`config.mk`:
```
export PLATFORM = sky130hd
export DESIGN_NAME = axi4_wr_slave_ctrl
export DESIGN_NICKNAME = d
export VERILOG_FILES = /design/src/rtl/axi4_wr_slave_ctrl.sv
export SDC_FILE = /design/constraint.sdc
export NUM_CORES = 1
export LEC_CHECK = 0
export ABC_AREA = 0
export BUFFER_PORTS_ARGS = -buffer_cell sky130_fd_sc_hd__buf_4
export CELL_PAD_IN_SITES_DETAIL_PLACEMENT = 0
export CELL_PAD_IN_SITES_GLOBAL_PLACEMENT = 1
export CORE_MARGIN = 8
export CORE_UTILIZATION = 34
export CTS_CLUSTER_DIAMETER = 150
export CTS_CLUSTER_SIZE = 30
export DETAILED_ROUTE_END_ITERATION = 8
export PLACE_DENSITY_LB_ADDON = 0.12
export SYNTH_ARGS = -nofsm -noshare
export SYNTH_HDL_FRONTEND = slang
export SYNTH_SLANG_ARGS = --single-unit
```
`constraint.sdc`:
```
create_clock -name ACLK -period 3.6 [get_ports ACLK]
set_input_delay 0.18 -clock ACLK [delete_from_list [all_inputs] [get_ports ACLK]]
set_output_delay 0.18 -clock ACLK [all_outputs]
set_load 0.005 [all_outputs]
```
`src/rtl/axi4_wr_slave_ctrl.sv`:
```
// axi4_wr_slave_ctrl: AXI4 write-channel slave (AW/W/B) for a word-addressed memory.
// Accepts INCR bursts of full-width beats. Each burst is range-checked once, when its
// address is accepted. Out-of-range bursts are drained without writing and answered with SLVERR.
// The burst length is set by AWLEN. A WLAST that disagrees with the beat count is recorded
// and reported as SLVERR; the memory writes still go ahead.
// Optional feature macro: AXI_WSTRB_EN (forward WSTRB to the memory and skip all-zero-strobe beats).
module axi4_wr_slave_ctrl #(
  parameter int DATA_WIDTH = 32,
  parameter int ADDR_WIDTH = 16,
  parameter int MEM_DEPTH  = 1024
) (
  input  logic                    ACLK,
  input  logic                    ARESETn,
  input  logic [ADDR_WIDTH-1:0]   AWADDR,
  input  logic [7:0]              AWLEN,
  input  logic                    AWVALID,
  output logic                    AWREADY,
  input  logic [DATA_WIDTH-1:0]   WDATA,
  input  logic [DATA_WIDTH/8-1:0] WSTRB,
  input  logic                    WLAST,
  input  logic                    WVALID,
  output logic                    WREADY,
  output logic [1:0]              BRESP,
  output logic                    BVALID,
  input  logic                    BREADY,
  output logic                    mem_we,
  output logic [$clog2(MEM_DEPTH)-1:0] mem_addr,
  output logic [DATA_WIDTH-1:0]   mem_wdata,
  output logic [DATA_WIDTH/8-1:0] mem_wstrb
);

  localparam int NB  = DATA_WIDTH / 8;
  localparam int NBL = $clog2(NB);
  localparam int MAW = $clog2(MEM_DEPTH);

  // axi_resp_e encodings; EXOKAY is never produced because exclusive access is unsupported
  localparam logic [1:0] RESP_OKAY   = 2'b00;
  localparam logic [1:0] RESP_SLVERR = 2'b10;

  localparam logic [1:0] ST_IDLE = 2'd0;
  localparam logic [1:0] ST_DATA = 2'd1;
  localparam logic [1:0] ST_RESP = 2'd2;

  logic [1:0]     state_q, state_d;
  logic           awready_q, awready_d;
  logic           wready_q, wready_d;
  logic           bvalid_q, bvalid_d;
  logic [1:0]     bresp_q, bresp_d;
  logic [MAW-1:0] wptr_q, wptr_d;
  logic [7:0]     len_q, len_d;
  logic [7:0]     cnt_q, cnt_d;
  logic           inlimit_q, inlimit_d;
  logic           err_q, err_d;

  logic                  aw_hs;
  logic                  w_hs;
  logic                  last_beat;
  logic                  err_next;
  logic [ADDR_WIDTH:0]   end_word;
  logic                  beat_writes;

  // One bit wider than the address so that start_word + AWLEN cannot wrap
  assign end_word = (ADDR_WIDTH+1)'(AWADDR >> NBL) + (ADDR_WIDTH+1)'(AWLEN);

  assign aw_hs     = AWVALID && awready_q;
  assign w_hs      = WVALID && wready_q;
  assign last_beat = (cnt_q == len_q);
  assign err_next  = err_q || (WLAST != last_beat);

`ifdef AXI_WSTRB_EN
  assign beat_writes = |WSTRB;
  assign mem_wstrb   = WSTRB;
`else
  logic unused_wstrb;
  assign unused_wstrb = ^WSTRB;
  assign beat_writes  = 1'b1;
  assign mem_wstrb    = {NB{1'b1}};
`endif

  assign AWREADY   = awready_q;
  assign WREADY    = wready_q;
  assign BVALID    = bvalid_q;
  assign BRESP     = bresp_q;
  assign mem_we    = w_hs && inlimit_q && beat_writes;
  assign mem_addr  = wptr_q;
  assign mem_wdata = WDATA;

  // Next-state logic for the IDLE -> DATA -> RESP burst sequence
  always_comb begin
    state_d   = state_q;
    awready_d = awready_q;
    wready_d  = wready_q;
    bvalid_d  = bvalid_q;
    bresp_d   = bresp_q;
    wptr_d    = wptr_q;
    len_d     = len_q;
    cnt_d     = cnt_q;
    inlimit_d = inlimit_q;
    err_d     = err_q;
    case (state_q)
      ST_IDLE: begin
        awready_d = 1'b1;
        if (aw_hs) begin
          state_d   = ST_DATA;
          awready_d = 1'b0;
          wready_d  = 1'b1;
          wptr_d    = MAW'(AWADDR >> NBL);
          len_d     = AWLEN;
          cnt_d     = 8'd0;
          inlimit_d = (end_word < (ADDR_WIDTH+1)'(MEM_DEPTH));
          err_d     = 1'b0;
        end
      end
      ST_DATA: begin
        if (w_hs) begin
          cnt_d  = cnt_q + 8'd1;
          wptr_d = wptr_q + MAW'(1);
          err_d  = err_next;
          if (last_beat) begin
            state_d  = ST_RESP;
            wready_d = 1'b0;
            bvalid_d = 1'b1;
            bresp_d  = (err_next || !inlimit_q) ? RESP_SLVERR : RESP_OKAY;
          end
        end
      end
      ST_RESP: begin
        if (bvalid_q && BREADY) begin
          state_d   = ST_IDLE;
          bvalid_d  = 1'b0;
          bresp_d   = RESP_OKAY;
          awready_d = 1'b1;
        end
      end
      default: begin
        state_d   = ST_IDLE;
        awready_d = 1'b0;
        wready_d  = 1'b0;
        bvalid_d  = 1'b0;
        bresp_d   = RESP_OKAY;
      end
    endcase
  end

  // State registers; reset drops any partial burst without a response
  always_ff @(posedge ACLK or negedge ARESETn) begin
    if (!ARESETn) begin
      state_q   <= ST_IDLE;
      awready_q <= 1'b0;
      wready_q  <= 1'b0;
      bvalid_q  <= 1'b0;
      bresp_q   <= RESP_OKAY;
      wptr_q    <= '0;
      len_q     <= '0;
      cnt_q     <= '0;
      inlimit_q <= 1'b0;
      err_q     <= 1'b0;
    end else begin
      state_q   <= state_d;
      awready_q <= awready_d;
      wready_q  <= wready_d;
      bvalid_q  <= bvalid_d;
      bresp_q   <= bresp_d;
      wptr_q    <= wptr_d;
      len_q     <= len_d;
      cnt_q     <= cnt_d;
      inlimit_q <= inlimit_d;
      err_q     <= err_d;
    end
  end

endmodule
```
==> results of run 1 <==
[layer usage]
metal | share of wire | global-route usage | routed length [um] | up-vias
met5 | 0 | 0 | 0 | -
met4 | 0.010 | 0.0426 | 59 | 0
met3 | 0.061 | 0.0434 | 343 | 10
met2 | 0.47 | 0.183 | 2650 | 51
met1 | 0.46 | 0.138 | 2580 | 772
li1 | - | - | - | 841
[worst max-delay path by stage]
stage          slack [ns]  depth (start not counted)        from          end
6_report             1.39                          4  state_q[0]  mem_addr[8]
3_3_place_gp         1.34                          4  state_q[0]  mem_addr[4]
5_1_grt              1.19                          4  state_q[0]  mem_addr[8]
3_5_place_dp         1.36                          4  state_q[0]  mem_addr[6]
2_1_floorplan        2.30                          6  state_q[1]     cnt_q[5]
4_1_cts              1.36                          4  state_q[0]  mem_addr[6]
[per-stage QoR]
step | power, mW | cell area (um2) | hold slack (ns)
6_report | 1.77 | 2400 | 0.103
3_3_place_gp | 1.52 | 2310 | 0.176
3_5_place_dp | 1.53 | 2310 | 0.167
5_1_grt | 1.92 | 2400 | 0.111
4_1_cts | 1.80 | 2400 | 0.0970
2_1_floorplan | 1.27 | 2240 | -0.116
[kinds of logic (layout without fill, tap and decap cells)]
family,after synthesis,after routing
simple gates,94,94
other cells,2,5
fa+ha+maj,9,9
buf+inv,47,51
compound gates,48,48
mux,1,1
xor+xnor,15,15
flops,34,34
[critical path, cell delays in order (launching register included)]
cell and delay, ns:
dfrtp_1 0.53, nand4bb_1 0.68, nand2_1 0.65, a21oi_1 0.12, a21oi_1 0.14
[report_power, final]
part	switching (mW)	internal [mW]	total, mW
clock	0.134	0.133	0.267
combinational	0.383	0.374	0.756
sequential	0.202	0.548	0.750
[state kept, by name (all words and copies together), names as in the netlist, 2 cells and up]
register  count
cnt_q         8
mem_addr     10
state_q       2
len_q         8
[layout make-up]
class	instances	area [um2]	area share
clock buffer	7	76.3	0.0318
multi-input combinational	172	1050	0.436
sequential	34	851	0.355
inverter	1	3.75	0.00156
tap	77	96.3	0.0401
timing repair buffer	43	325	0.136
[placed cells by master, fill, tap and decap left out, types with 2 or more instances in the layout]
cell type and instances:
a21oi_1 21, nand4_1 6, o21ai_0 10, ha_1 9, o22ai_1 6, buf_4 42
and3_1 8, xor2_1 3, nand2b_1 2, nor3_1 2, xnor2_1 12, conb_1 5
nand3_1 9, clkbuf_1 2, dfrtp_1 34, clkbuf_8 5, nor2_1 15, nand2_1 42
[timing repair]
action	4_1_cts	5_1_grt
resized for setup	0	0
hold buffers	1	0
hold endpoints to repair	34	0
==> flow_summary_export.csv, run 1 <==
group,metric,value,unit
die,die_area,9400,um2
global_route,grt_max_degree,35,
synthesis,synth_mux_area_frac,0.00506,
drt,antenna_left,0,
critical_path,setup.worst_path.class,"register to register",
sta,hold_viol_final,0,
global_route,grt_pass1_vias,1733,
global_route,grt_overflow,0,
synthesis,synth-main-ff-cell,"dfrtp_1",
critical_path,cp.required,3.81,ns
drt,via_count,1674,
sta,period_needed,2.21,ns
pwr,cellPowerDensity,739,nW/um2
run,drv_cap,0,
critical_path,endpoint_kind,"register",
synthesis,avgSynthCellArea,8.91,um2
die,io_pins,118,
synthesis,synth_edf_count,0,
synthesis,synth_async_sr_flop_share,1.00,
die,die_x,96.9,um
drt,wl_per_cell,16.9,um
synthesis,yosys.area.top_type,"dfrtp_1",
cts,cts_sinks,34,
cts,cts_tree,"yes",
sta,timing.slew.headroom,0.486,
synthesis,synth_most_common_cell,"nand2_1",
synthesis,ys_ff_latch,34,
global_route,grt_pass1_wl,9010,um
synthesis,yosys.area_share.simple,0.214,
synthesis,synth_xor_xnor_area_share,0.0590,
cts,cts_buffers,5,
final_layout,num-fill-cells,644,
place,placed_cells,326,
final_layout,diodes,0,
sta,setup_tns,0,ns
place,dp_hpwl,4320,um
worst_hold_path,min_from,"AWLEN[6]",
place,pre_cts_ws,1.36,ns
cts,clockBufferDepth,2,
final_layout,drive_gt1_frac,0.214,
place,portBuffers,42,
synthesis,synth_top_cells_by_count,"nand2_1 (42), buf_4 (41), dfrtp_1 (34)",
worst_hold_path,min_to,"len_q[6]",
die,core,6350,um2
run_status,status,"complete, no violations",
critical_path,timing.rr.start,"state_q[0]",
critical_path,rr_worst_depth,4,
drt,drcViolationCount,0,
final_layout,nets,332,
final_layout,area_delta_synth_final,7.75,%
sta,fin_crit_sh,0.614,
cts,cts_root_buffer,"clkbuf_8",
drt,vias_per_cell,5.01,
synthesis,synth_top_family_by_area,"simple AND/OR/NAND/NOR gates",
cts,clk_latency,0.28,ns
place,gp_congestion,0.765,
sta,worst_slew_pin_slew,0.771,ns
synthesis,yosysSeqAreaShare,0.382,
cts,htreeDepth,2,
die,num_rows,29,
worst_hold_path,hold_class,"primary input to register",
sta,setup_ws,1.39,ns
synthesis,synth_fa_ha_area_frac,0.0506,
pwr,ir_worst_vdd,0.000283,V
die,start_util,0.351,
drt,wl,5630,um
final_layout,post-route-util,0.378,
synthesis,ys_types,42,
drt,drtIter0Drc,55,
critical_path,r2r_slack,1.39,ns
sta,clock.fmax,452,MHz
critical_path,critical_path_peak_fanout,15,
critical_path,worstPathArrival,2.42,ns
synthesis,synth_top_area_share,0.382,
sta,report.final.slew_viol_count,0,
die,die_h,96.9,um
sta,clock_skew,0.00307,ns
synthesis,synth_area,2230,um2
global_route,grtUsageTotal,0.116,
worst_hold_path,hold_path_depth,3,
cts,cts_setup_buffers,0,
synthesis,yosys-top-cells-area,"dfrtp_1 (38%), buf_4 (14%), nand2_1 (7.1%)",
critical_path,startpoint_type,"register",
critical_path,reg2reg_to,"mem_addr[8]",
final_layout,stdcell_count,334,
sta,final-setup-viol-count,0,
synthesis,synth_cells,250,
cts,clk_pin_slew,0.07,ns
drt,drt_pre_antenna_iters,4,
pwr,leakage,1.11,nW
global_route,antenna_found_initial,0,
synthesis,synth_compound_area_frac,0.133,
synthesis,yosys_warnings,0,
sta,rsz0062_at_grt,"no",
(Power assumes the default switching activity.)
==> run 2: changes to the inputs <==
CORE_UTILIZATION = 32   (was 34)
clock period = 2.1 ns   (was 3.6 ns; I/O delays follow)
==> run 2 against run 1 <==
Net effect: clock-buffer cell count decreased by 1; routed wire length decreased by 2.0%; final cell count increased by 2.1%; die area increased by 5.2%; largest cell class unchanged; critical path type unchanged; clock power increased by 81%; final area increased by 2.0%; critical path depth increased by 1; highest routed layer unchanged; first-iteration DRC count decreased by 5.5%; sequential power increased by 71%; combinational power increased by 79%.
==> flow_summary_export.csv, run 2 (synthesized netlist as in run 1, its figures left out) <==
group,metric,value,unit
drt,wl_met2,2650,um
worst_hold_path,hold_path_depth,3,
critical_path,endpoint_kind,"register",
pwr,p_comb_frac,0.433,
die,core,6760,um2
place,placed_cells,334,
final_layout,drive_gt1_frac,0.234,
final_layout,nets,337,
pwr,seqPwrFrac,0.411,
place,gp_congestion,0.748,
critical_path,reg2reg_to,"cnt_q[5]",
final_layout,diodes,0,
final_layout,area_delta_synth_final,9.89,%
worst_hold_path,min_to,"len_q[6]",
pwr,p_int,1.87,mW
final_layout,post-route-util,0.362,
drt,drtIter0Drc,52,
drt,vias_per_cell,5.00,
pwr,ir_worst_vdd,0.000537,V
drt,antenna_left,0,
global_route,grt_pass1_vias,1865,
global_route,grt_overflow,0,
sta,fin_crit_sh,0.817,
die,num_rows,30,
run_status,status,"complete, no violations",
cts,clk_latency,0.28,ns
global_route,grt_max_degree,35,
drt,wl_per_cell,16.2,um
pwr,cellPowerDensity,1270,nW/um2
drt,top_layer,"met4",
sta,clock_skew,0.00239,ns
sta,final-setup-viol-count,0,
pwr,leakage,1.14,nW
final_layout,final_common_cell,"buf_4",
sta,setup_tns,0,ns
drt,drcViolationCount,0,
drt,drt_pre_antenna_iters,4,
critical_path,rr_worst_depth,5,
place,portBuffers,42,
critical_path,setup.worst_path.class,"register to register",
die,die_area,9890,um2
pwr,clkPwrFrac,0.155,
final_layout,largest_register_ffs,10,
cts,cts_tree,"yes",
global_route,antenna_found_initial,0,
drt,wl_met1,2570,um
critical_path,r2r_slack,0.38,ns
cts,cts_hold_buf,1,
sta,clock.fmax,583,MHz
sta,hold_viol_final,0,
worst_hold_path,hold_class,"primary input to register",
drt,via_count,1705,
place,dp_hpwl,4240,um
critical_path,critical_path_peak_fanout,13,
critical_path,worstPathArrival,1.89,ns
cts,cts_buffers,5,
critical_path,startpoint_type,"register",
die,start_util,0.330,
critical_path,cp.required,2.27,ns
cts,clockBufferDepth,2,
run,drv_cap,0,
die,die_x,99.4,um
cts,cts_resized,0,
final_layout,stdcell_count,341,
sta,period_needed,1.72,ns
cts,cts_setup_buffers,0,
drt,dr_wl_met3,264,um
pwr,switching_power,1.25,mW
sta,report.final.slew_viol_count,0,
global_route,grt_pass1_wl,9580,um
critical_path,timing.rr.start,"state_q[0]",
cts,htreeDepth,2,
global_route,grtUsageTotal,0.120,
die,io_pins,118,
final_layout,final_cell_mix,"buf_4 (47), nand2_1 (42), dfrtp_1 (34), a21oi_1 (21), nor2_1 (15)",
sta,holdWs,0.0302,ns
drt,wl,5520,um
cts,clk_pin_slew,0.07,ns
cts,cts_sinks,34,
sta,rsz0062_at_grt,"no",
worst_hold_path,min_from,"AWLEN[6]",
die,die_h,99.4,um
cts,cts_root_buffer,"clkbuf_8",
pwr,switching_share,0.401,
[run 2: stage by stage]
step	cell area [um2]	total power, mW	setup WS [ns]
final	2450	3.12	0.385
after CTS	2450	3.17	0.385
after global routing	2450	3.43	0.224
after global placement	2350	2.66	0.386
after detailed placement	2350	2.66	0.399
after floorplan	2240	2.18	0.796
[run 2: per-layer routing]
metal / vias to the layer above / global-route usage
li1: 848 / -
met2: 32 / 0.196
met1: 818 / 0.149
met3: 7 / 0.0356
met5: - / 0
met4: 0 / 0.0303
[run 2: final cells by class]
class | instances | area [um2]
Clock buffer | 6 | 82.6
Fill cell | 702 | 4310
Inverter | 1 | 3.75
Multi-Input combinational cell | 172 | 1050
Sequential cell | 34 | 851
Tap cell | 80 | 100
Timing Repair Buffer | 48 | 363
[run 2: power by group through the flow]
stage | logic (mW) | clock network [mW] | registers [mW]
5_1_grt | 1.55 | 0.533 | 1.35
4_1_cts | 1.38 | 0.500 | 1.28
2_1_floorplan | 0.977 | 0 | 1.21
3_5_place_dp | 1.37 | 0 | 1.29
3_3_place_gp | 1.36 | 0 | 1.30
6_report | 1.35 | 0.484 | 1.28
[run 2: worst max-delay path: stages (launching register included)]
cell and delay (ns):
dfrtp_1 0.53, nand4bb_1 0.43, a21oi_2 0.28, and3_1 0.20, xnor2_1 0.12, nor2_1 0.05
[run 2: worst max path at each step]
| stage | from | endpoint | slack (ns) |
|---|---|---|---|
| floorplan | state_q[1] | cnt_q[5] | 0.80 |
| detailed placement | state_q[0] | cnt_q[7] | 0.40 |
| global route | state_q[0] | mem_addr[8] | 0.22 |
| finish | state_q[0] | cnt_q[5] | 0.38 |
| global placement | state_q[0] | cnt_q[7] | 0.39 |
| CTS | state_q[0] | cnt_q[5] | 0.39 |
